===== src/rtl/paint_pkg.sv =====
// Shared types for the paint pipeline.
//   coord_t  - 8-bit canvas coordinate
//   color_t  - 3-bit color code
//   err_t    - signed 10-bit Bresenham error / delta. 10 bits hold +/-2*255.
//   state_e  - rasterizer FSM state, also exported for debug
//   clamp_coord() - saturate a coordinate to the last valid row/column
package paint_pkg;

  localparam int COORD_W = 8;
  localparam int ERR_W   = 10;

  typedef logic [COORD_W-1:0]      coord_t;
  typedef logic [2:0]              color_t;
  typedef logic signed [ERR_W-1:0] err_t;

  typedef enum logic [1:0] {
    ST_IDLE  = 2'd0,
    ST_INIT  = 2'd1,
    ST_STAMP = 2'd2,
    ST_STEP  = 2'd3
  } state_e;

  function automatic coord_t clamp_coord(input coord_t v, input coord_t max_v);
    return (v > max_v) ? max_v : v;
  endfunction

endpackage


===== src/rtl/stroke_rasterizer_if.sv =====
// Point-in / pixel-out bus of the stroke rasterizer.
//   Point channel : pt_valid, pt_ready, pt_x, pt_y, pen_down, big_brush, color
//   Write channel : wr_valid, wr_ready, wr_x, wr_y, wr_color
// Handshake: a transfer happens on a rising clk edge where valid && ready are
// both high. Once a source raises valid it keeps valid and its payload stable
// until the transfer completes; ready may change freely.
// master = point source / pixel store side, slave = rasterizer side.
interface stroke_rasterizer_if;
  import paint_pkg::*;

  logic   pt_valid;
  logic   pt_ready;
  coord_t pt_x;
  coord_t pt_y;
  logic   pen_down;
  logic   big_brush;
  color_t color;

  logic   wr_valid;
  logic   wr_ready;
  coord_t wr_x;
  coord_t wr_y;
  color_t wr_color;

  modport master (
    output pt_valid, pt_x, pt_y, pen_down, big_brush, color, wr_ready,
    input  pt_ready, wr_valid, wr_x, wr_y, wr_color
  );

  modport slave (
    input  pt_valid, pt_x, pt_y, pen_down, big_brush, color, wr_ready,
    output pt_ready, wr_valid, wr_x, wr_y, wr_color
  );

endinterface


===== src/rtl/line_stepper.sv =====
// Bresenham line walker.
//   load      - capture start point (x0,y0) as current pixel, (x1,y1) as end
//   init      - derive dx, dy, step directions and initial error
//   step      - move current pixel one Bresenham step toward the end point
//   cur_x/y   - current pixel
//   done      - current pixel equals the end point
// load, init and step are mutually exclusive; the caller sequences them.
module line_stepper
  import paint_pkg::*;
(
  input  logic   clk,
  input  logic   reset,
  input  logic   load,
  input  coord_t x0,
  input  coord_t y0,
  input  coord_t x1,
  input  coord_t y1,
  input  logic   init,
  input  logic   step,
  output coord_t cur_x,
  output coord_t cur_y,
  output logic   done
);

  coord_t cur_x_q, cur_x_d;
  coord_t cur_y_q, cur_y_d;
  coord_t end_x_q, end_x_d;
  coord_t end_y_q, end_y_d;
  err_t   dx_q, dx_d;      // |x1-x0|
  err_t   dy_q, dy_d;      // -|y1-y0|
  logic   sx_q, sx_d;      // 1: x decreases
  logic   sy_q, sy_d;      // 1: y decreases
  err_t   err_q, err_d;

  err_t diff_x, diff_y, e2, err_n;

  always_comb begin
    cur_x_d = cur_x_q;
    cur_y_d = cur_y_q;
    end_x_d = end_x_q;
    end_y_d = end_y_q;
    dx_d    = dx_q;
    dy_d    = dy_q;
    sx_d    = sx_q;
    sy_d    = sy_q;
    err_d   = err_q;
    diff_x  = $signed({2'b00, end_x_q}) - $signed({2'b00, cur_x_q});
    diff_y  = $signed({2'b00, end_y_q}) - $signed({2'b00, cur_y_q});
    e2      = err_q <<< 1;
    err_n   = err_q;

    if (load) begin
      cur_x_d = x0;
      cur_y_d = y0;
      end_x_d = x1;
      end_y_d = y1;
    end else if (init) begin
      sx_d  = diff_x[ERR_W-1];
      sy_d  = diff_y[ERR_W-1];
      dx_d  = diff_x[ERR_W-1] ? -diff_x : diff_x;
      dy_d  = diff_y[ERR_W-1] ? diff_y : -diff_y;
      err_d = (diff_x[ERR_W-1] ? -diff_x : diff_x) +
              (diff_y[ERR_W-1] ? diff_y : -diff_y);
    end else if (step) begin
      // Both tests use the error from before this step; the two updates add.
      if (e2 >= dy_q) begin
        err_n   = err_n + dy_q;
        cur_x_d = sx_q ? cur_x_q - 8'd1 : cur_x_q + 8'd1;
      end
      if (e2 <= dx_q) begin
        err_n   = err_n + dx_q;
        cur_y_d = sy_q ? cur_y_q - 8'd1 : cur_y_q + 8'd1;
      end
      err_d = err_n;
    end
  end

  always_ff @(posedge clk) begin
    if (reset) begin
      cur_x_q <= '0;
      cur_y_q <= '0;
      end_x_q <= '0;
      end_y_q <= '0;
      dx_q    <= '0;
      dy_q    <= '0;
      sx_q    <= 1'b0;
      sy_q    <= 1'b0;
      err_q   <= '0;
    end else begin
      cur_x_q <= cur_x_d;
      cur_y_q <= cur_y_d;
      end_x_q <= end_x_d;
      end_y_q <= end_y_d;
      dx_q    <= dx_d;
      dy_q    <= dy_d;
      sx_q    <= sx_d;
      sy_q    <= sy_d;
      err_q   <= err_d;
    end
  end

  assign cur_x = cur_x_q;
  assign cur_y = cur_y_q;
  assign done  = (cur_x_q == end_x_q) && (cur_y_q == end_y_q);

endmodule


===== src/rtl/stroke_rasterizer.sv =====
// Stroke rasterizer: turns a stream of pen points into pixel writes.
// A pen-down point draws a Bresenham line from the previous pen-down point
// (or a single pixel if the pen was lifted), stamping a 1x1 or 3x3 brush at
// every line pixel. A pen-up point only forgets the previous point.
// Ports:
//   clk, reset  - clock, synchronous active-high reset
//   bus         - point input channel and pixel write channel (slave side)
//   busy        - high whenever the FSM is not IDLE
//   dbg_state   - current FSM state
// Parameters X_MAX / Y_MAX: last valid canvas column / row.
module stroke_rasterizer
  import paint_pkg::*;
#(
  parameter int X_MAX = 159,
  parameter int Y_MAX = 119
) (
  input  logic                clk,
  input  logic                reset,
  stroke_rasterizer_if.slave  bus,
  output logic                busy,
  output state_e              dbg_state
);

  localparam coord_t X_LIM   = coord_t'(X_MAX);
  localparam coord_t Y_LIM   = coord_t'(Y_MAX);
  localparam err_t   X_LIM_S = err_t'(X_MAX);
  localparam err_t   Y_LIM_S = err_t'(Y_MAX);

  state_e state_q, state_d;
  logic   prev_valid_q, prev_valid_d;
  coord_t prev_x_q, prev_x_d;
  coord_t prev_y_q, prev_y_d;
  logic   big_q, big_d;          // brush size latched at acceptance
  color_t color_q, color_d;      // color latched at acceptance
  logic [1:0] row_q, row_d;      // brush offset row 0..2 (= dy -1..+1)
  logic [1:0] col_q, col_d;      // brush offset column 0..2 (= dx -1..+1)

  logic   accept;
  coord_t pt_x_c, pt_y_c;
  coord_t start_x, start_y;
  logic   st_load, st_init, st_step;
  coord_t cur_x, cur_y;
  logic   line_done;

  err_t   off_x, off_y, pix_x, pix_y;
  logic   in_range, last_off, advance, wr_valid_c;

  assign accept  = (state_q == ST_IDLE) && bus.pt_valid;
  assign pt_x_c  = clamp_coord(bus.pt_x, X_LIM);
  assign pt_y_c  = clamp_coord(bus.pt_y, Y_LIM);
  assign start_x = prev_valid_q ? prev_x_q : pt_x_c;
  assign start_y = prev_valid_q ? prev_y_q : pt_y_c;

  line_stepper u_line_stepper (
    .clk   (clk),
    .reset (reset),
    .load  (st_load),
    .x0    (start_x),
    .y0    (start_y),
    .x1    (pt_x_c),
    .y1    (pt_y_c),
    .init  (st_init),
    .step  (st_step),
    .cur_x (cur_x),
    .cur_y (cur_y),
    .done  (line_done)
  );

  // Brush pixel for the current offset; signed so off-canvas offsets
  // (-1 or past the edge) are detected and skipped instead of wrapping.
  always_comb begin
    off_x      = big_q ? ($signed({8'b0, col_q}) - 10'sd1) : '0;
    off_y      = big_q ? ($signed({8'b0, row_q}) - 10'sd1) : '0;
    pix_x      = $signed({2'b00, cur_x}) + off_x;
    pix_y      = $signed({2'b00, cur_y}) + off_y;
    in_range   = !pix_x[ERR_W-1] && (pix_x <= X_LIM_S) &&
                 !pix_y[ERR_W-1] && (pix_y <= Y_LIM_S);
    last_off   = !big_q || ((row_q == 2'd2) && (col_q == 2'd2));
    wr_valid_c = (state_q == ST_STAMP) && in_range;
    // A skipped offset consumes its cycle without a handshake.
    advance    = (state_q == ST_STAMP) && (!in_range || bus.wr_ready);
  end

  always_comb begin
    state_d      = state_q;
    prev_valid_d = prev_valid_q;
    prev_x_d     = prev_x_q;
    prev_y_d     = prev_y_q;
    big_d        = big_q;
    color_d      = color_q;
    row_d        = row_q;
    col_d        = col_q;
    st_load      = 1'b0;
    st_init      = 1'b0;
    st_step      = 1'b0;

    unique case (state_q)
      ST_IDLE: begin
        if (accept) begin
          if (bus.pen_down) begin
            st_load      = 1'b1;
            prev_valid_d = 1'b1;
            prev_x_d     = pt_x_c;
            prev_y_d     = pt_y_c;
            big_d        = bus.big_brush;
            color_d      = bus.color;
            state_d      = ST_INIT;
          end else begin
            prev_valid_d = 1'b0;
          end
        end
      end
      ST_INIT: begin
        st_init = 1'b1;
        row_d   = 2'd0;
        col_d   = 2'd0;
        state_d = ST_STAMP;
      end
      ST_STAMP: begin
        if (advance) begin
          if (last_off) begin
            row_d   = 2'd0;
            col_d   = 2'd0;
            state_d = line_done ? ST_IDLE : ST_STEP;
          end else if (col_q == 2'd2) begin
            col_d = 2'd0;
            row_d = row_q + 2'd1;
          end else begin
            col_d = col_q + 2'd1;
          end
        end
      end
      ST_STEP: begin
        st_step = 1'b1;
        state_d = ST_STAMP;
      end
      default: state_d = ST_IDLE;
    endcase
  end

  always_ff @(posedge clk) begin
    if (reset) begin
      state_q      <= ST_IDLE;
      prev_valid_q <= 1'b0;
      prev_x_q     <= '0;
      prev_y_q     <= '0;
      big_q        <= 1'b0;
      color_q      <= '0;
      row_q        <= 2'd0;
      col_q        <= 2'd0;
    end else begin
      state_q      <= state_d;
      prev_valid_q <= prev_valid_d;
      prev_x_q     <= prev_x_d;
      prev_y_q     <= prev_y_d;
      big_q        <= big_d;
      color_q      <= color_d;
      row_q        <= row_d;
      col_q        <= col_d;
    end
  end

  // Write payload derives only from registers, so it stays put while stalled.
  assign bus.pt_ready = (state_q == ST_IDLE);
  assign bus.wr_valid = wr_valid_c;
  assign bus.wr_x     = wr_valid_c ? pix_x[COORD_W-1:0] : '0;
  assign bus.wr_y     = wr_valid_c ? pix_y[COORD_W-1:0] : '0;
  assign bus.wr_color = wr_valid_c ? color_q : '0;
  assign busy         = (state_q != ST_IDLE);
  assign dbg_state    = state_q;

endmodule


===== src/flat_wrapper.sv =====
// flat-port wrapper written by rule: the top's interface ports become plain ports
module stroke_rasterizer_flat import paint_pkg::*;
#(
  parameter int X_MAX = 159,
  parameter int Y_MAX = 119
)
  (clk, reset, busy, dbg_state, bus_pt_valid, bus_pt_x, bus_pt_y, bus_pen_down, bus_big_brush, bus_color, bus_wr_ready, bus_pt_ready, bus_wr_valid, bus_wr_x, bus_wr_y, bus_wr_color);
  stroke_rasterizer_if bus_i ();
  input  logic clk;
  input  logic reset;
  output logic busy;
  output state_e dbg_state;
  input wire logic [$bits(bus_i.pt_valid)-1:0] bus_pt_valid;
  input wire logic [$bits(bus_i.pt_x)-1:0] bus_pt_x;
  input wire logic [$bits(bus_i.pt_y)-1:0] bus_pt_y;
  input wire logic [$bits(bus_i.pen_down)-1:0] bus_pen_down;
  input wire logic [$bits(bus_i.big_brush)-1:0] bus_big_brush;
  input wire logic [$bits(bus_i.color)-1:0] bus_color;
  input wire logic [$bits(bus_i.wr_ready)-1:0] bus_wr_ready;
  output wire logic [$bits(bus_i.pt_ready)-1:0] bus_pt_ready;
  output wire logic [$bits(bus_i.wr_valid)-1:0] bus_wr_valid;
  output wire logic [$bits(bus_i.wr_x)-1:0] bus_wr_x;
  output wire logic [$bits(bus_i.wr_y)-1:0] bus_wr_y;
  output wire logic [$bits(bus_i.wr_color)-1:0] bus_wr_color;
  assign bus_i.pt_valid = bus_pt_valid;
  assign bus_i.pt_x = bus_pt_x;
  assign bus_i.pt_y = bus_pt_y;
  assign bus_i.pen_down = bus_pen_down;
  assign bus_i.big_brush = bus_big_brush;
  assign bus_i.color = bus_color;
  assign bus_i.wr_ready = bus_wr_ready;
  assign bus_pt_ready = bus_i.pt_ready;
  assign bus_wr_valid = bus_i.wr_valid;
  assign bus_wr_x = bus_i.wr_x;
  assign bus_wr_y = bus_i.wr_y;
  assign bus_wr_color = bus_i.wr_color;
  stroke_rasterizer #(.X_MAX(X_MAX), .Y_MAX(Y_MAX)) u_core (.clk(clk), .reset(reset), .bus(bus_i), .busy(busy), .dbg_state(dbg_state));
endmodule

===== config.mk =====
export PLATFORM = sky130hd
export DESIGN_NAME = stroke_rasterizer_flat
export DESIGN_NICKNAME = d
export VERILOG_FILES = /design/src/rtl/paint_pkg.sv /design/src/rtl/stroke_rasterizer_if.sv /design/src/rtl/line_stepper.sv /design/src/rtl/stroke_rasterizer.sv /design/src/flat_wrapper.sv
export SDC_FILE = /design/constraint.sdc
export NUM_CORES = 1
export LEC_CHECK = 0
export ABC_AREA = 1
export CAP_MARGIN = 10
export CORE_UTILIZATION = 55
export DETAILED_ROUTE_END_ITERATION = 10
export PLACE_DENSITY = 0.75
export SYNTH_ARGS = -nofsm -noshare
export SYNTH_HDL_FRONTEND = slang
export SYNTH_SLANG_ARGS = --single-unit

===== constraint.sdc =====
create_clock -name clk -period 4.85 [get_ports clk]
set_input_delay 0.97 -clock clk [delete_from_list [all_inputs] [get_ports clk]]
set_output_delay 0.97 -clock clk [all_outputs]
set_load 0.03 [all_outputs]

==> metrics.md <==
| Metric | Value |
|---|---|
| Syn_nets | `1,223` |
| Syn_area_per_cell | `6.76 µm²` |
| Minimum clock period | `4.35 ns` |
| Die area | `14,000 µm²` |
| Routed via count | `7,167` |
| Placed cell area | `8020 µm²` |
| Post-synthesis adder-cell area fraction | `0.180` |
| H-tree depth | `3` |
| Max-cap viol count | `0` |
| Drt drc | `0` |
| Compound-gate portion of the synthesized area | `0.211` |
| CP required | `3.88 ns` |
| Largest family of logic cells by synthesized area | `simple AND/OR/NAND/NOR gates` |
| Routability cong. | `0.870` |
| I/O pins | `49` |
| Length in cells of the worst reg-to-reg path | `20` |
| Routed wire length | `18.9 mm` |
| Synth top area cells | `dfxtp_1 20%, ha_1 16%, inv_1 8.9%` |
| Vias in the first global route | `6,810` |
| Area grow syn2layout | `12.3%` |
| Fraction of layout cells with a size suffix above 1 | `0.0555` |
| Cell mode on critical path | `inv_1` |
| DP HPWL | `14.9 mm` |
| Clk_skew | `0.00787 ns` |
| CTS max path bufs | `2` |
| Die W | `118 µm` |
| Multiplexer share of the synthesized area | `0` |
| Cts hold-fix bufs | `0` |
| Sequential-to-total area share from yosys stat | `0.200` |
| Max_slew headroom | `0.515` |
| CTS buffer count | `9` |
| Clk sinks | `74` |
| Max incr delay on CP | `0.41 ns` |
| XOR/XNOR Fraction of Synth Area | `0.0579` |
| Initial DRC Count | `511` |
| Vias/cell | `5.46` |
| Antenna fix cells | `0` |
| Die Y | `118 µm` |
| CTS root buf | `clkbuf_16` |
| Drt wl/cell | `14.4 µm` |
| Most frequent cell after synthesis | `inv_1` |
| Post-synth EDFFs | `0` |
| Synthesized instance count | `1,097` |
| Post-route ant nets | `0` |
| FF-to-FF setup slack | `0.81 ns` |
| Later-pin clock latency in the skew report | `0.35 ns` |
| Total negative slack | `0 ns` |
| Register bit total from synthesis | `74` |
| Core area | `13,200 µm²` |
| CTS resizes | `0` |
| Initial antenna violation count | `0` |
| Cell Area, Synth | `7410 µm²` |
| WHS Path Cells | `2` |
| Tcrit/Tclk final | `0.896` |
| WP data arrival | `3.38 ns` |
| Site row count | `42` |
| Worst Tran Pin Value | `0.720 ns` |
| Count of final max-slew check failures | `0` |
| Post-synth ARST share | `0` |
| Largest net degree at the start of global routing | `32` |
| Fmax | `0.230 GHz` |
| Crit path launch type | `flip-flop` |
| Simple-Gate Fraction of Synth Area | `0.240` |
| Initial core utilization | `0.562` |
| Design area | `8320 µm²` |
| CTS tree | `yes` |
| Dominant cell type by area after synthesis | `dfxtp_1` |
| Synth cell types | `51` |
| Slowest cell on the critical path | `ha_1` |
| Fin util | `0.631` |
| CP cell instances | `inv_1 > ha_1 > nand2_1 > inv_1 > ha_1 > inv_1 > nor2_1 > inv_1 > o21a_1 > nand2_1 > nand3_1 > o21a_1 > nor2_8 > nand3_4 > inv_2 > o21ai_0 > a21oi_1 > dlymetal6s2s_1` |
| First-pass GRT wire length | `32.1 mm` |
| Synth Flop Type | `dfxtp_1` |
| Hold/Removal Path Class | `reg -> reg` |
| Final Hold Fails | `0` |
| Port bufs | `47` |
| Total grt overflow | `0` |
| Crit Path Category | `reg -> out` |
| RSZ-0062 raised after global routing | `no` |
| 1st-pass router iterations | `5` |
| Outcome | `finished clean` |
| CP max FO | `16` |
| Post-synth top area share | `0.200` |
| Final setup vio count | `0` |
| Warnings from Yosys | `0` |
| Postcts setup bufs | `0` |
| Total track usage | `0.283` |
| CP Capture Type | `output port` |
| Final net count | `1,259` |
| Top post-synthesis cells by count | `175 x inv_1, 168 x nand2_1, 111 x a21oi_1` |
| Clk slew on worst S/H paths | `0.06 ns` |
==> through the flow <==
stage / instances / hold slack (ns) / setup WS (ns)
after detailed placement: 1298 / 0.447 / 0.462
final: 1312 / 0.457 / 0.504
after global routing: 1312 / 0.475 / 0.0574
after global placement: 1298 / 0.442 / 0.514
after floorplan: 1097 / 0.422 / 1.06
after CTS: 1312 / 0.457 / 0.0734
==> registers in the layout (all words and copies together), names as in the netlist, 2 cells and up <==
register                     count
u_core.dbg_state                 2
u_core.col_q                     2
u_core.prev_y_q                  8
u_core.u_line_stepper.dy_q      10
u_core.u_line_stepper.err_q      9
u_core.prev_x_q                  8
u_core.color_q                   3
u_core.u_line_stepper.dx_q      10
u_core.u_line_stepper.cur_y      8
u_core.u_line_stepper.cur_x      8
u_core.row_q                     2
==> logic make-up (layout without fill, tap and decap cells) <==
| kind of cell | after synthesis | count (layout) |
|---|---|---|
| simple gates | 381 | 381 |
| compound gates | 281 | 281 |
| buf+inv | 210 | 249 |
| fa+ha+maj | 101 | 101 |
| flops | 74 | 74 |
| xor+xnor | 49 | 49 |
| other cells | 1 | 1 |
==> worst paths after layout <==
| kind | from | endpoint |
|---|---|---|
| setup reg to reg | u_core.u_line_stepper.dy_q[1]$_SDFFE_PP0P_ | u_core.u_line_stepper.err_q[8]$_SDFFE_PP0P_ |
| hold reg to reg | u_core.color_q[1]$_SDFFE_PP0P_ | u_core.color_q[1]$_SDFFE_PP0P_ |
| hold / removal | u_core.color_q[1]$_SDFFE_PP0P_ | u_core.color_q[1]$_SDFFE_PP0P_ |
| setup / recovery | u_core.row_q[0]$_SDFFE_PP0P_ | bus_wr_x[3] |
==> cell usage in the layout, fill, tap and decap left out, types with 28 or more instances in the layout <==
cell type,count
inv_1,175
nand2_1,168
a21oi_1,111
o21ai_0,101
ha_1,92
nor2_1,75
dfxtp_1,74
nand3_1,64
xor2_1,32
clkdlybuf4s50_1,28
==> worst max-delay path, delay by kind of cell, from the launching register on <==
| kind | cells | cell delay [ns] |
|---|---|---|
| AOI/OAI and AO/OA | 4 | 0.58 |
| adders and majority gates | 2 | 0.60 |
| buffers and inverters | 6 | 0.79 |
| DFF | 1 | 0.37 |
| and+or+nand+nor | 6 | 0.68 |
==> per-layer routing <==
layer  global-route usage  vias up  routed length [µm]  part of all wire
met5                    0        -                   0                 0
met4                0.114        0                 552             0.029
met3               0.0412       40                 811             0.043
met2                0.485      161                8850              0.47
met1                0.356     3221                8700              0.46
li1                     -     3745                   -                 -
==> layout make-up <==
cell class / count / area [µm²]
sequential: 74 / 1480
inverter: 181 / 679
fill: 1225 / 4870
multi-input combinational: 813 / 5110
tap: 176 / 220
clock inverter: 3 / 17.5
clock buffer: 11 / 243
timing repair buffer: 54 / 571
Power is not shown: default switching activity piles up to over one toggle a cycle in this logic, so the estimate is an artifact.
